File: src/rtl/load_store_unit.sv
// load_store_unit: serialises word/half/byte accesses into little-endian byte beats on a byte-wide memory.
// Define LSU_MISALIGN_EN to allow misaligned addresses; otherwise they return a one-cycle error.
module load_store_unit #(
    parameter int DATA_WIDTH = 32,
    parameter int ADDR_WIDTH = 32
) (
    input  logic                  clk,
    input  logic                  reset,
    input  logic                  req_valid,
    output logic                  req_ready,
    input  logic                  req_write,
    input  logic [1:0]            req_size,
    input  logic                  req_signed,
    input  logic [ADDR_WIDTH-1:0] req_addr,
    input  logic [DATA_WIDTH-1:0] req_wdata,
    output logic                  resp_valid,
    output logic                  resp_err,
    output logic [DATA_WIDTH-1:0] resp_rdata,
    output logic                  busy,
    output logic                  mem_en,
    output logic                  mem_write,
    output logic [ADDR_WIDTH-1:0] mem_addr,
    output logic [7:0]            mem_wdata,
    input  logic [7:0]            mem_rdata
);
    localparam int BYTES = DATA_WIDTH / 8;
    localparam int SZW   = $clog2(BYTES);
    localparam int CW    = (SZW > 0) ? SZW : 1;

    typedef enum logic [1:0] {S_IDLE, S_ACCESS, S_WAIT, S_RESP} state_t;

    state_t                state_q, state_d;
    logic [CW-1:0]         cnt_q, cnt_d, last_q, last_d;
    logic                  write_q, write_d, signed_q, signed_d;
    logic [DATA_WIDTH-1:0] wdata_q, wdata_d, acc_q, acc_d;
    logic                  mem_en_q, mem_en_d, mem_write_q, mem_write_d;
    logic [ADDR_WIDTH-1:0] mem_addr_q, mem_addr_d;
    logic [7:0]            mem_wdata_q, mem_wdata_d;
    logic                  resp_valid_q, resp_valid_d, resp_err_q, resp_err_d;
    logic [DATA_WIDTH-1:0] resp_rdata_q, resp_rdata_d;
    logic                  aligned, legal;

`ifdef LSU_MISALIGN_EN
    assign aligned = 1'b1;
`else
    logic [ADDR_WIDTH-1:0] mask;
    assign mask    = (ADDR_WIDTH'(1) << req_size) - ADDR_WIDTH'(1);
    assign aligned = (req_addr & mask) == '0;
`endif
    assign legal = (int'(req_size) <= SZW) && aligned;

    assign req_ready  = (state_q == S_IDLE) || (state_q == S_RESP);
    assign busy       = (state_q == S_ACCESS) || (state_q == S_WAIT);
    assign mem_en     = mem_en_q;
    assign mem_write  = mem_write_q;
    assign mem_addr   = mem_addr_q;
    assign mem_wdata  = mem_wdata_q;
    assign resp_valid = resp_valid_q;
    assign resp_err   = resp_err_q;
    assign resp_rdata = resp_rdata_q;

    always_ff @(posedge clk) begin
        if (reset) begin
            state_q      <= S_IDLE;
            cnt_q        <= '0;
            last_q       <= '0;
            write_q      <= 1'b0;
            signed_q     <= 1'b0;
            wdata_q      <= '0;
            acc_q        <= '0;
            mem_en_q     <= 1'b0;
            mem_write_q  <= 1'b0;
            mem_addr_q   <= '0;
            mem_wdata_q  <= '0;
            resp_valid_q <= 1'b0;
            resp_err_q   <= 1'b0;
            resp_rdata_q <= '0;
        end else begin
            state_q      <= state_d;
            cnt_q        <= cnt_d;
            last_q       <= last_d;
            write_q      <= write_d;
            signed_q     <= signed_d;
            wdata_q      <= wdata_d;
            acc_q        <= acc_d;
            mem_en_q     <= mem_en_d;
            mem_write_q  <= mem_write_d;
            mem_addr_q   <= mem_addr_d;
            mem_wdata_q  <= mem_wdata_d;
            resp_valid_q <= resp_valid_d;
            resp_err_q   <= resp_err_d;
            resp_rdata_q <= resp_rdata_d;
        end
    end

    always_comb begin
        state_d      = state_q;
        cnt_d        = cnt_q;
        last_d       = last_q;
        write_d      = write_q;
        signed_d     = signed_q;
        wdata_d      = wdata_q;
        acc_d        = acc_q;
        mem_en_d     = 1'b0;
        mem_write_d  = 1'b0;
        mem_addr_d   = mem_addr_q;
        mem_wdata_d  = '0;
        resp_valid_d = 1'b0;
        resp_err_d   = resp_err_q;
        resp_rdata_d = resp_rdata_q;
        case (state_q)
            S_ACCESS: begin
                // read data lags its beat by one cycle, so beat k-1's byte lands while beat k is on the bus
                if (!write_q && cnt_q != '0) acc_d[8*(int'(cnt_q)-1) +: 8] = mem_rdata;
                if (cnt_q == last_q) begin
                    state_d = write_q ? S_RESP : S_WAIT;
                    if (write_q) begin
                        resp_valid_d = 1'b1;
                        resp_err_d   = 1'b0;
                        resp_rdata_d = '0;
                    end
                end else begin
                    cnt_d       = cnt_q + CW'(1);
                    mem_en_d    = 1'b1;
                    mem_write_d = write_q;
                    mem_addr_d  = mem_addr_q + ADDR_WIDTH'(1);
                    mem_wdata_d = write_q ? wdata_q[7:0] : 8'h00;
                    wdata_d     = wdata_q >> 8;
                end
            end
            S_WAIT: begin
                acc_d[8*int'(last_q) +: 8] = mem_rdata;
                state_d      = S_RESP;
                resp_valid_d = 1'b1;
                resp_err_d   = 1'b0;
                for (int i = 0; i < DATA_WIDTH; i++)
                    resp_rdata_d[i] = (i < 8*(int'(last_q)+1)) ? acc_d[i] : (signed_q & acc_d[8*int'(last_q)+7]);
            end
            default: begin
                if (req_valid) begin
                    write_d  = req_write;
                    signed_d = req_signed;
                    last_d   = CW'((32'd1 << req_size) - 32'd1);
                    acc_d    = '0;
                    if (legal) begin
                        state_d     = S_ACCESS;
                        cnt_d       = '0;
                        mem_en_d    = 1'b1;
                        mem_write_d = req_write;
                        mem_addr_d  = req_addr;
                        mem_wdata_d = req_write ? req_wdata[7:0] : 8'h00;
                        wdata_d     = req_wdata >> 8;
                    end else begin
                        state_d      = S_RESP;
                        resp_valid_d = 1'b1;
                        resp_err_d   = 1'b1;
                        resp_rdata_d = '0;
                    end
                end else begin
                    state_d = S_IDLE;
                end
            end
        endcase
    end
endmodule

File: config.mk
export PLATFORM = sky130hd
export DESIGN_NAME = load_store_unit
export DESIGN_NICKNAME = d
export VERILOG_FILES = /design/src/rtl/load_store_unit.sv
export SDC_FILE = /design/constraint.sdc
export NUM_CORES = 1
export LEC_CHECK = 0
export ABC_AREA = 1
export CAP_MARGIN = 20
export CORE_ASPECT_RATIO = 1.25
export CORE_MARGIN = 2
export CORE_UTILIZATION = 35
export CTS_BUF_LIST = sky130_fd_sc_hd__clkbuf_2 sky130_fd_sc_hd__clkbuf_4 sky130_fd_sc_hd__clkbuf_8
export DETAILED_ROUTE_END_ITERATION = 8
export SLEW_MARGIN = 0
export SYNTH_ARGS = -nofsm -noshare
export SYNTH_HDL_FRONTEND = slang
export SYNTH_SLANG_ARGS = --single-unit
File: constraint.sdc
create_clock -name clk -period 3.7 [get_ports clk]
set_clock_uncertainty 0.05 [all_clocks]
set_input_delay 0.74 -clock clk [delete_from_list [all_inputs] [get_ports clk]]
set_output_delay 0.74 -clock clk [all_outputs]
set_load 0.03 [all_outputs]
==> impl_metrics.py, run 1 <==
metrics = {
    "route": {
        "routed_via_density": 4.95,
        "drt-initial-drc-count": 626,
        "drtAntennaViolNets": 0,
        "vias": 8971,
        "drt_wl_total_mm": 27.3,
        "drc": 0,
        "drt-wirelength-per-cell_um": 15.1,
        "drtPass1Iterations": 5,
    },
    "placed_design": {
        "placed_cell_area_sq_mm": 0.0102,
        "hpwl_mm": 19.3,
        "place_ws_ps": 474,
        "gp_congestion": 0.958,
        "portBuffers": 156,
    },
    "timing": {
        "whs_ps": 413,
        "finalCriticalPeriod_ps": 2900,
        "tns_ps": 0,
        "slew_violations": 0,
        "max_clock_freq_mhz": 345,
        "hold_viol": 0,
        "worst_slew_margin_rel": 0.401,
        "rsz0062_at_grt": "no",
        "worst_slack_ps": 802,
        "setup_violations": 0,
        "tightestPinTransition_ps": 899,
        "min_period_over_period": 0.783,
    },
    "synth": {
        "synth-seq-area-share": 0.329,
        "async_flop_share": 0,
        "synthesis.yosys.warnings": 0,
        "ys_ff_latch": 140,
        "synth_fp_nets": 1449,
        "yosys_most_used_dff": "dfxtp_1",
        "synth.cell_area_sq_mm": 0.00851,
        "synth-edff-count": 0,
        "avgSynthCellArea_sq_um": 6.29,
        "syn_inst": 1352,
        "ys_types": 44,
    },
    "critical_path": {
        "timing.critical_path.mode_cell": "inv_1",
        "critPathKind": "register to output pin",
        "cp-startpoint": "state_q[0]",
        "crit_path_max_incr_delay_ps": 710,
        "reg2reg_from": "last_q[1]",
        "critPathRequiredTime_ps": 2910,
        "crit_arrival_ps": 2110,
        "crit_slowest_cell": "clkdlybuf4s50_1",
        "path_cells": "inv_1 > ha_1 > inv_1 > clkdlybuf4s50_1",
        "startpoint_type": "register",
        "worst_setup_path_end_kind": "output pin",
        "worstPathMaxFanout": 7,
    },
    "global_route": {
        "grt_pass1_vias": 8296,
        "track_usage": 0.213,
        "antenna_found_initial": 0,
        "grt_pass1_wl_mm": 43.2,
        "grt_max_degree": 80,
        "gr-total-overflow": 0,
    },
    "clock_network": {
        "cts_root_buffer": "clkbuf_8",
        "post_cts_buffers": 0,
        "cts.sinks": 140,
        "cts_tree": "yes",
        "ctsResizeCount": 0,
        "clk_pin_slew_ps": 100,
        "postCtsHoldBufs": 0,
        "cts_buffers": 17,
        "clock_latency_ps": 480,
        "clock_path_buffers": 2,
        "cts.htree.levels": 4,
    },
    "floorplan": {
        "die_x_um": 143,
        "start_util": 0.357,
        "ios": 157,
        "core_sq_mm": 0.0238,
        "die-area_sq_mm": 0.0256,
        "die_y_um": 178,
        "num_rows": 63,
    },
    "hold_path": {
        "hold_start": "resp_err",
        "holdCritPathClass": "register to register",
    },
    "power": {
        "peakVddDrop_uv": 582,
        "p_per_area_mw_per_mm2": 593,
        "leakage_uw": 0.00395,
        "power.total_uw": 6300,
    },
    "status": {
        "status": "complete, no violations",
    },
    "layout": {
        "seqCellArea_sq_mm": 0.00280,
        "nFillCells": 2607,
        "syn_to_final_growth_pct": 25.1,
        "final_net_count": 1573,
        "fin_area_sq_mm": 0.0106,
        "antenna_cells": 0,
        "multi_input_area_sq_mm": 0.00504,
        "layout-drive-gt1-share": 0.0739,
    },
    "run": {
        "cap_violations": 0,
    },
}
==> final cells by class <==
class,count,share of cell area
multi-input cells,1063,0.473
flip-flops and latches,140,0.263
repair buffers,170,0.158
well taps,325,0.0382
inverters,84,0.0296
clock buffers,19,0.0234
clock inverters,13,0.0145
==> routing by layer <==
metal / GRT usage / up-vias / share of wire
li1: - / 4616 / -
met1: 0.269 / 4062 / 0.44
met2: 0.364 / 257 / 0.49
met3: 0.0435 / 36 / 0.056
met4: 0.0633 / 0 / 0.019
met5: 0 / - / 0
==> layout by cell type (no fill, tap or decap), types with 3 or more instances in the layout <==
cell	netlist	final
a21boi_0	5	5
a21oi_1	126	126
a21oi_2	10	9
a22oi_1	11	11
and2_1	3	3
buf_4	7	14
clkbuf_8	0	17
clkdlybuf4s50_1	0	155
clkinv_4	0	3
dfxtp_1	140	140
ha_1	18	17
inv_1	77	77
inv_2	4	5
inv_6	0	6
nand2_1	494	494
nand2_2	20	20
nand3_1	54	54
nand3b_1	4	4
nand4_1	4	4
nor2_1	141	141
nor2_2	8	8
nor3_1	10	10
o211ai_1	25	25
o21a_1	3	3
o21ai_0	72	72
o21ai_1	6	6
o22ai_1	7	7
or2_2	12	12
xnor2_1	3	3
xor2_1	10	10
==> report_power, final <==
group	total, uW	leakage [uW]	internal [uW]	switching (uW)
Sequential	1960	0.00113	1730	225
Combinational	3030	0.00262	956	2070
Clock	1320	0.000200	629	691
==> synth_stat cells, types with 10 or more instances <==
master	n	area [sq um]
a21oi_1	126	631
a21oi_2	10	87.6
a22oi_1	11	82.6
buf_2	11	55.1
clkbuf_1	34	128
dfxtp_1	140	2800
ha_1	18	225
inv_1	77	289
nand2_1	494	1850
nand2_2	20	125
nand3_1	54	270
nor2_1	141	529
nor3_1	10	50.1
o211ai_1	25	188
o21ai_0	72	360
or2_2	12	75.1
xor2_1	10	87.6
==> cell families (layout without fill, tap and decap cells) <==
kind of cell	after synthesis	count (layout)	synth area share
adder cells (fa/ha/maj)	18	18	0.0265
AO/OA/AOI/OAI	273	273	0.182
multiplexers	1	1	0.00118
buffers and inverters	149	286	0.0797
XOR/XNOR	15	15	0.0172
AND/OR/NAND/NOR	756	756	0.364
flip-flops	140	140	0.329
==> metrics by stage <==
step | instances | util
global placement | 1782 | 0.430
global route | 1814 | 0.447
CTS | 1814 | 0.447
detailed placement | 1782 | 0.430
finish | 1814 | 0.447
floorplan | 1352 | -
==> final timing paths <==
| check | endpoint | slack [ps] | cells after the start |
|---|---|---|---|
| setup / recovery | busy | 800 | 4 |
| setup reg to reg | resp_rdata[24] | 920 | 11 |
| hold / removal | resp_err | 410 | 2 |
| hold reg to reg | resp_err | 410 | 2 |
==> flip-flops by register name, summed over array words and instances (netlist names) <==
signal,flops
mem_en,1
mem_write,1
resp_rdata,32
resp_err,1
last_q,2
cnt_q,2
wdata_q,24
resp_valid,1
mem_addr,32
state_q,2
write_q,1
mem_wdata,8
acc_q,32
signed_q,1
==> critical path: cells and delay by family (launching register included) <==
family	cells	cell delay [ps]
adder cells (fa/ha/maj)	1	390
buffers and inverters	3	910
flip-flops	1	340
No activity file was read; power rests on OpenSTA's default activity.
==> run 2: changes to the inputs <==
==> constraint.sdc (replaced) <==
create_clock -name clk -period 2.9 [get_ports clk]
set_clock_uncertainty 0.05 [all_clocks]
set_input_delay 0.58 -clock clk [delete_from_list [all_inputs] [get_ports clk]]
set_output_delay 0.58 -clock clk [all_outputs]
set_load 0.03 [all_outputs]
==> impl_metrics.py, run 2 (synthesized netlist as in run 1, its figures left out) <==
metrics = {
    "critical_path": {
        "critPathKind": "register to output pin",
        "startpoint_type": "register",
        "crit_path_max_incr_delay_ps": 710,
        "crit_slowest_cell": "clkdlybuf4s50_1",
        "crit_arrival_ps": 2090,
        "reg2reg_from": "cnt_q[1]",
        "worstPathMaxFanout": 7,
        "r2r-end": "acc_q[25]",
        "critical_path_buf_inv_count": 3,
        "cp_top_family": "buffers and inverters",
        "timing.critical_path.mode_cell": "inv_1",
        "reg2reg_slack_ps": 580,
        "critPathRequiredTime_ps": 2270,
        "reg2reg_depth": 11,
        "path_cells": "inv_1 > ha_1 > inv_1 > clkdlybuf4s50_1",
        "worst_setup_path_end_kind": "output pin",
    },
    "placed_design": {
        "gp_congestion": 0.896,
        "portBuffers": 156,
        "hpwl_mm": 19.3,
        "dp.cells": 1798,
        "placed_cell_area_sq_mm": 0.0104,
    },
    "timing": {
        "tns_ps": 0,
        "slew_violations": 0,
        "max_clock_freq_mhz": 367,
        "worst_slew_margin_rel": 0.539,
        "hold_viol": 0,
        "finalCriticalPeriod_ps": 2720,
        "min_period_over_period": 0.940,
        "setup_violations": 0,
        "rsz0062_at_grt": "no",
        "tightestPinTransition_ps": 691,
    },
    "route": {
        "routed_via_density": 4.96,
        "drt-initial-drc-count": 589,
        "drt-wirelength-per-cell_um": 14.6,
        "vias": 9079,
        "drt_wl_total_mm": 26.7,
        "drc": 0,
        "drtAntennaViolNets": 0,
        "drtPass1Iterations": 5,
    },
    "clock_network": {
        "ctsResizeCount": 0,
        "clk_pin_slew_ps": 80,
        "clock_path_buffers": 2,
        "cts.htree.levels": 4,
        "clock_latency_ps": 470,
        "post_cts_buffers": 0,
        "cts.sinks": 140,
        "cts_buffers": 17,
        "postCtsHoldBufs": 0,
        "cts_tree": "yes",
        "cts_root_buffer": "clkbuf_8",
    },
    "layout": {
        "instances_no_fill": 1830,
        "fin_area_sq_mm": 0.0108,
        "final_net_count": 1589,
        "antenna_cells": 0,
        "utilization": 0.455,
        "final_common_cell": "nand2_1",
        "layout-drive-gt1-share": 0.0837,
        "syn_to_final_growth_pct": 27.4,
        "mostFrequentLayoutCells": "nand2_1, clkdlybuf4s50_1, nor2_1, dfxtp_1, a21oi_1",
    },
    "global_route": {
        "grt_pass1_vias": 8493,
        "grt_max_degree": 109,
        "track_usage": 0.210,
        "grt_pass1_wl_mm": 42.8,
        "antenna_found_initial": 0,
        "gr-total-overflow": 0,
    },
    "run": {
        "cap_violations": 0,
    },
    "floorplan": {
        "die-area_sq_mm": 0.0256,
        "die_x_um": 143,
        "ios": 157,
        "die_y_um": 178,
        "start_util": 0.357,
        "core_sq_mm": 0.0238,
        "num_rows": 63,
    },
    "hold_path": {
        "hold_start": "resp_rdata[3]",
        "holdCritPathClass": "register to register",
        "whs_endpoint": "resp_rdata[3]",
        "holdPathStages": 2,
    },
    "power": {
        "power.total_uw": 8220,
        "peakVddDrop_uv": 386,
        "leakage_uw": 0.00406,
        "p_per_area_mw_per_mm2": 759,
    },
    "status": {
        "status": "complete, no violations",
    },
}
==> run 2: area by class of cell <==
| cell class | instances | area (sq um) |
|---|---|---|
| clock buffer | 19 | 249 |
| clock inverter | 13 | 154 |
| fill | 2593 | 13000 |
| inverter | 84 | 315 |
| multi-input combinational | 1063 | 5040 |
| sequential | 140 | 2800 |
| tap | 325 | 407 |
| timing repair buffer | 186 | 1870 |
==> run 2: how the worst max path moves through the flow <==
stage                 from  slack [ps]        endpoint  cells after the start
2_1_floorplan    last_q[0]         850  resp_rdata[10]                     12
3_3_place_gp   req_size[0]         200    mem_addr[24]                     13
3_5_place_dp   req_size[0]         200    mem_wdata[3]                     13
4_1_cts         state_q[0]         130            busy                      4
5_1_grt         state_q[0]          50            busy                      4
6_report        state_q[0]         180            busy                      4
==> run 2: worst reg2reg max path, stage by stage (launching register included) <==
cell	delay, ps
dfxtp_1	440
inv_1	110
ha_1	390
nand2_4	120
inv_1	70
nor2_1	50
nor2_2	450
o21ai_0	210
o211ai_1	120
nand2_1	70
nand2_1	60
a21oi_1	60
==> run 2: metal layers <==
metal,part of all wire,vias up,wire [um],track usage
met2,0.49,245,13100,0.367
met1,0.44,4141,11600,0.259
met3,0.051,47,1360,0.0400
met5,0,-,0,0
li1,-,4646,-,-
met4,0.024,0,628,0.0699
==> run 2: report_power, final <==
group | total, uW | leakage (uW) | internal, uW | switching [uW]
Sequential | 2470 | 0.00113 | 2210 | 266
Combinational | 4070 | 0.00273 | 1380 | 2700
Clock | 1670 | 0.000200 | 805 | 869
==> run 2: metrics by stage <==
stage	hold WS, ps	worst slack [ps]
finish	414	175
global route	433	54.2
global placement	397	202
detailed placement	404	199
floorplan	394	853
CTS	419	131
==> run 3: changes to the inputs <==
--- a/config.mk
+++ b/config.mk
@@ -9,7 +9,7 @@
 export CAP_MARGIN = 20
 export CORE_ASPECT_RATIO = 1.25
 export CORE_MARGIN = 2
-export CORE_UTILIZATION = 35
+export CORE_UTILIZATION = 39
 export CTS_BUF_LIST = sky130_fd_sc_hd__clkbuf_2 sky130_fd_sc_hd__clkbuf_4 sky130_fd_sc_hd__clkbuf_8
 export DETAILED_ROUTE_END_ITERATION = 8
 export SLEW_MARGIN = 0
==> impl_metrics.py, run 3 (synthesized netlist as in run 1, its figures left out) <==
metrics = {
    "power": {
        "p_per_area_mw_per_mm2": 758,
        "seq_power_share": 0.303,
        "leakage_uw": 0.00407,
        "clock_power_share": 0.207,
        "switching_share": 0.469,
        "peakVddDrop_uv": 390,
        "p_comb_frac": 0.490,
        "power.switching_uw": 3830,
        "internal_power_uw": 4340,
    },
    "clock_network": {
        "cts.htree.levels": 4,
        "post_cts_buffers": 0,
        "clk_pin_slew_ps": 90,
        "cts.sinks": 140,
        "clock_latency_ps": 470,
        "cts_root_buffer": "clkbuf_8",
        "postCtsHoldBufs": 0,
        "cts_buffers": 17,
        "cts_tree": "yes",
        "ctsResizeCount": 0,
        "clock_path_buffers": 2,
    },
    "timing": {
        "finalCriticalPeriod_ps": 2770,
        "hold_viol": 0,
        "slew_violations": 0,
        "worst_slew_margin_rel": 0.601,
        "rsz0062_at_grt": "no",
        "setup_violations": 0,
        "min_period_over_period": 0.954,
        "tightestPinTransition_ps": 599,
        "whs_ps": 417,
        "tns_ps": 0,
        "max_clock_freq_mhz": 361,
    },
    "placed_design": {
        "gp_congestion": 0.962,
        "portBuffers": 156,
        "hpwl_mm": 20.6,
    },
    "critical_path": {
        "timing.critical_path.mode_cell": "inv_1",
        "reg2reg_from": "cnt_q[1]",
        "worst_setup_path_end_kind": "output pin",
        "critPathKind": "register to output pin",
        "path_cells": "inv_1 > ha_1 > inv_1 > clkdlybuf4s50_1",
        "crit_arrival_ps": 2140,
        "crit_path_max_incr_delay_ps": 710,
        "worstPathMaxFanout": 7,
        "critPathRequiredTime_ps": 2270,
        "reg2reg_depth": 11,
        "cp-endpoint": "busy",
        "startpoint_type": "register",
        "crit_slowest_cell": "clkdlybuf4s50_1",
        "reg2reg_slack_ps": 480,
        "cp-startpoint": "state_q[0]",
        "r2r-end": "acc_q[29]",
    },
    "floorplan": {
        "die_y_um": 169,
        "ios": 157,
        "start_util": 0.396,
        "core_sq_mm": 0.0215,
        "num_rows": 60,
        "die_x_um": 136,
        "die-area_sq_mm": 0.0230,
    },
    "layout": {
        "mostFrequentLayoutCells": "nand2_1, clkdlybuf4s50_1, nor2_1, dfxtp_1, a21oi_1",
        "final_net_count": 1595,
        "layout-drive-gt1-share": 0.0874,
        "nFillCells": 2314,
        "syn_to_final_growth_pct": 26.8,
        "final_common_cell": "nand2_1",
        "utilization": 0.502,
        "antenna_cells": 0,
    },
    "route": {
        "drt_wl_total_mm": 28.2,
        "drtPass1Iterations": 5,
        "drt-initial-drc-count": 578,
        "routed_via_density": 5.10,
        "vias": 9130,
        "drtAntennaViolNets": 0,
        "drc": 0,
        "drt-wirelength-per-cell_um": 15.7,
    },
    "hold_path": {
        "holdCritPathClass": "register to register",
    },
    "global_route": {
        "grt_max_degree": 109,
        "track_usage": 0.247,
        "gr-total-overflow": 0,
        "antenna_found_initial": 0,
        "grt_pass1_wl_mm": 45.2,
        "grt_pass1_vias": 8838,
    },
    "status": {
        "status": "complete, no violations",
    },
    "run": {
        "cap_violations": 0,
    },
}
run 3: changes by cell type in the layout (fill, tap and decap cells not counted):
cell,change
inv_6,-2
buf_4,+9
buf_12,-3
inv_8,+1
clkinv_4,+1
run 3: worst min-delay path by stage:
| stage | cells after the start | slack, ps | endpoint | from |
|---|---|---|---|---|
| after detailed placement | 2 | 410 | wdata_q[15] | wdata_q[15] |
| after global routing | 2 | 440 | resp_rdata[10] | resp_rdata[10] |
| final | 2 | 420 | acc_q[6] | acc_q[6] |
| after CTS | 2 | 420 | wdata_q[15] | wdata_q[15] |
| after global placement | 2 | 400 | resp_rdata[9] | resp_rdata[9] |
| after floorplan | 2 | 390 | mem_wdata[0] | wdata_q[0] |
run 3: critical path: cells and delay by family (launching register included):
kind	cells	cell delay [ps]
DFF	1	350
adders and majority gates	1	410
buffers and inverters	3	920
run 3: cell type report:
| cell class | count | area, sq um | area share |
|---|---|---|---|
| multi-input combinational | 1063 | 5040 | 0.467 |
| sequential | 140 | 2800 | 0.260 |
| timing repair buffer | 192 | 1880 | 0.174 |
| tap | 279 | 349 | 0.0324 |
| inverter | 84 | 315 | 0.0292 |
| clock buffer | 19 | 249 | 0.0231 |
| clock inverter | 13 | 156 | 0.0145 |
run 3: layer usage:
metal  vias up  track usage  share of wire
li1       4659            -              -
met4         0        0.110          0.041
met3        55       0.0446          0.048
met5         -            0              0
met1      4140        0.294           0.42
met2       276        0.430           0.49
run 3: power groups by stage:
stage / Combinational, uW / Sequential [uW] / Clock (uW)
after floorplan: 2410 / 2780 / 0
after global placement: 3990 / 2510 / 0
after detailed placement: 4000 / 2520 / 0
after CTS: 4010 / 2470 / 1720
after global routing: 4410 / 2510 / 1790
final: 4010 / 2470 / 1690
run 3: stage by stage:
stage / area (sq um) / setup WS [ps] / instances / total power [uW]
floorplan: 8510 / 853 / 1352 / 5190
global placement: 10400 / 147 / 1758 / 6500
detailed placement: 10400 / 103 / 1758 / 6520
CTS: 10800 / 109 / 1790 / 8200
global route: 10800 / 44.4 / 1790 / 8710
finish: 10800 / 132 / 1790 / 8180
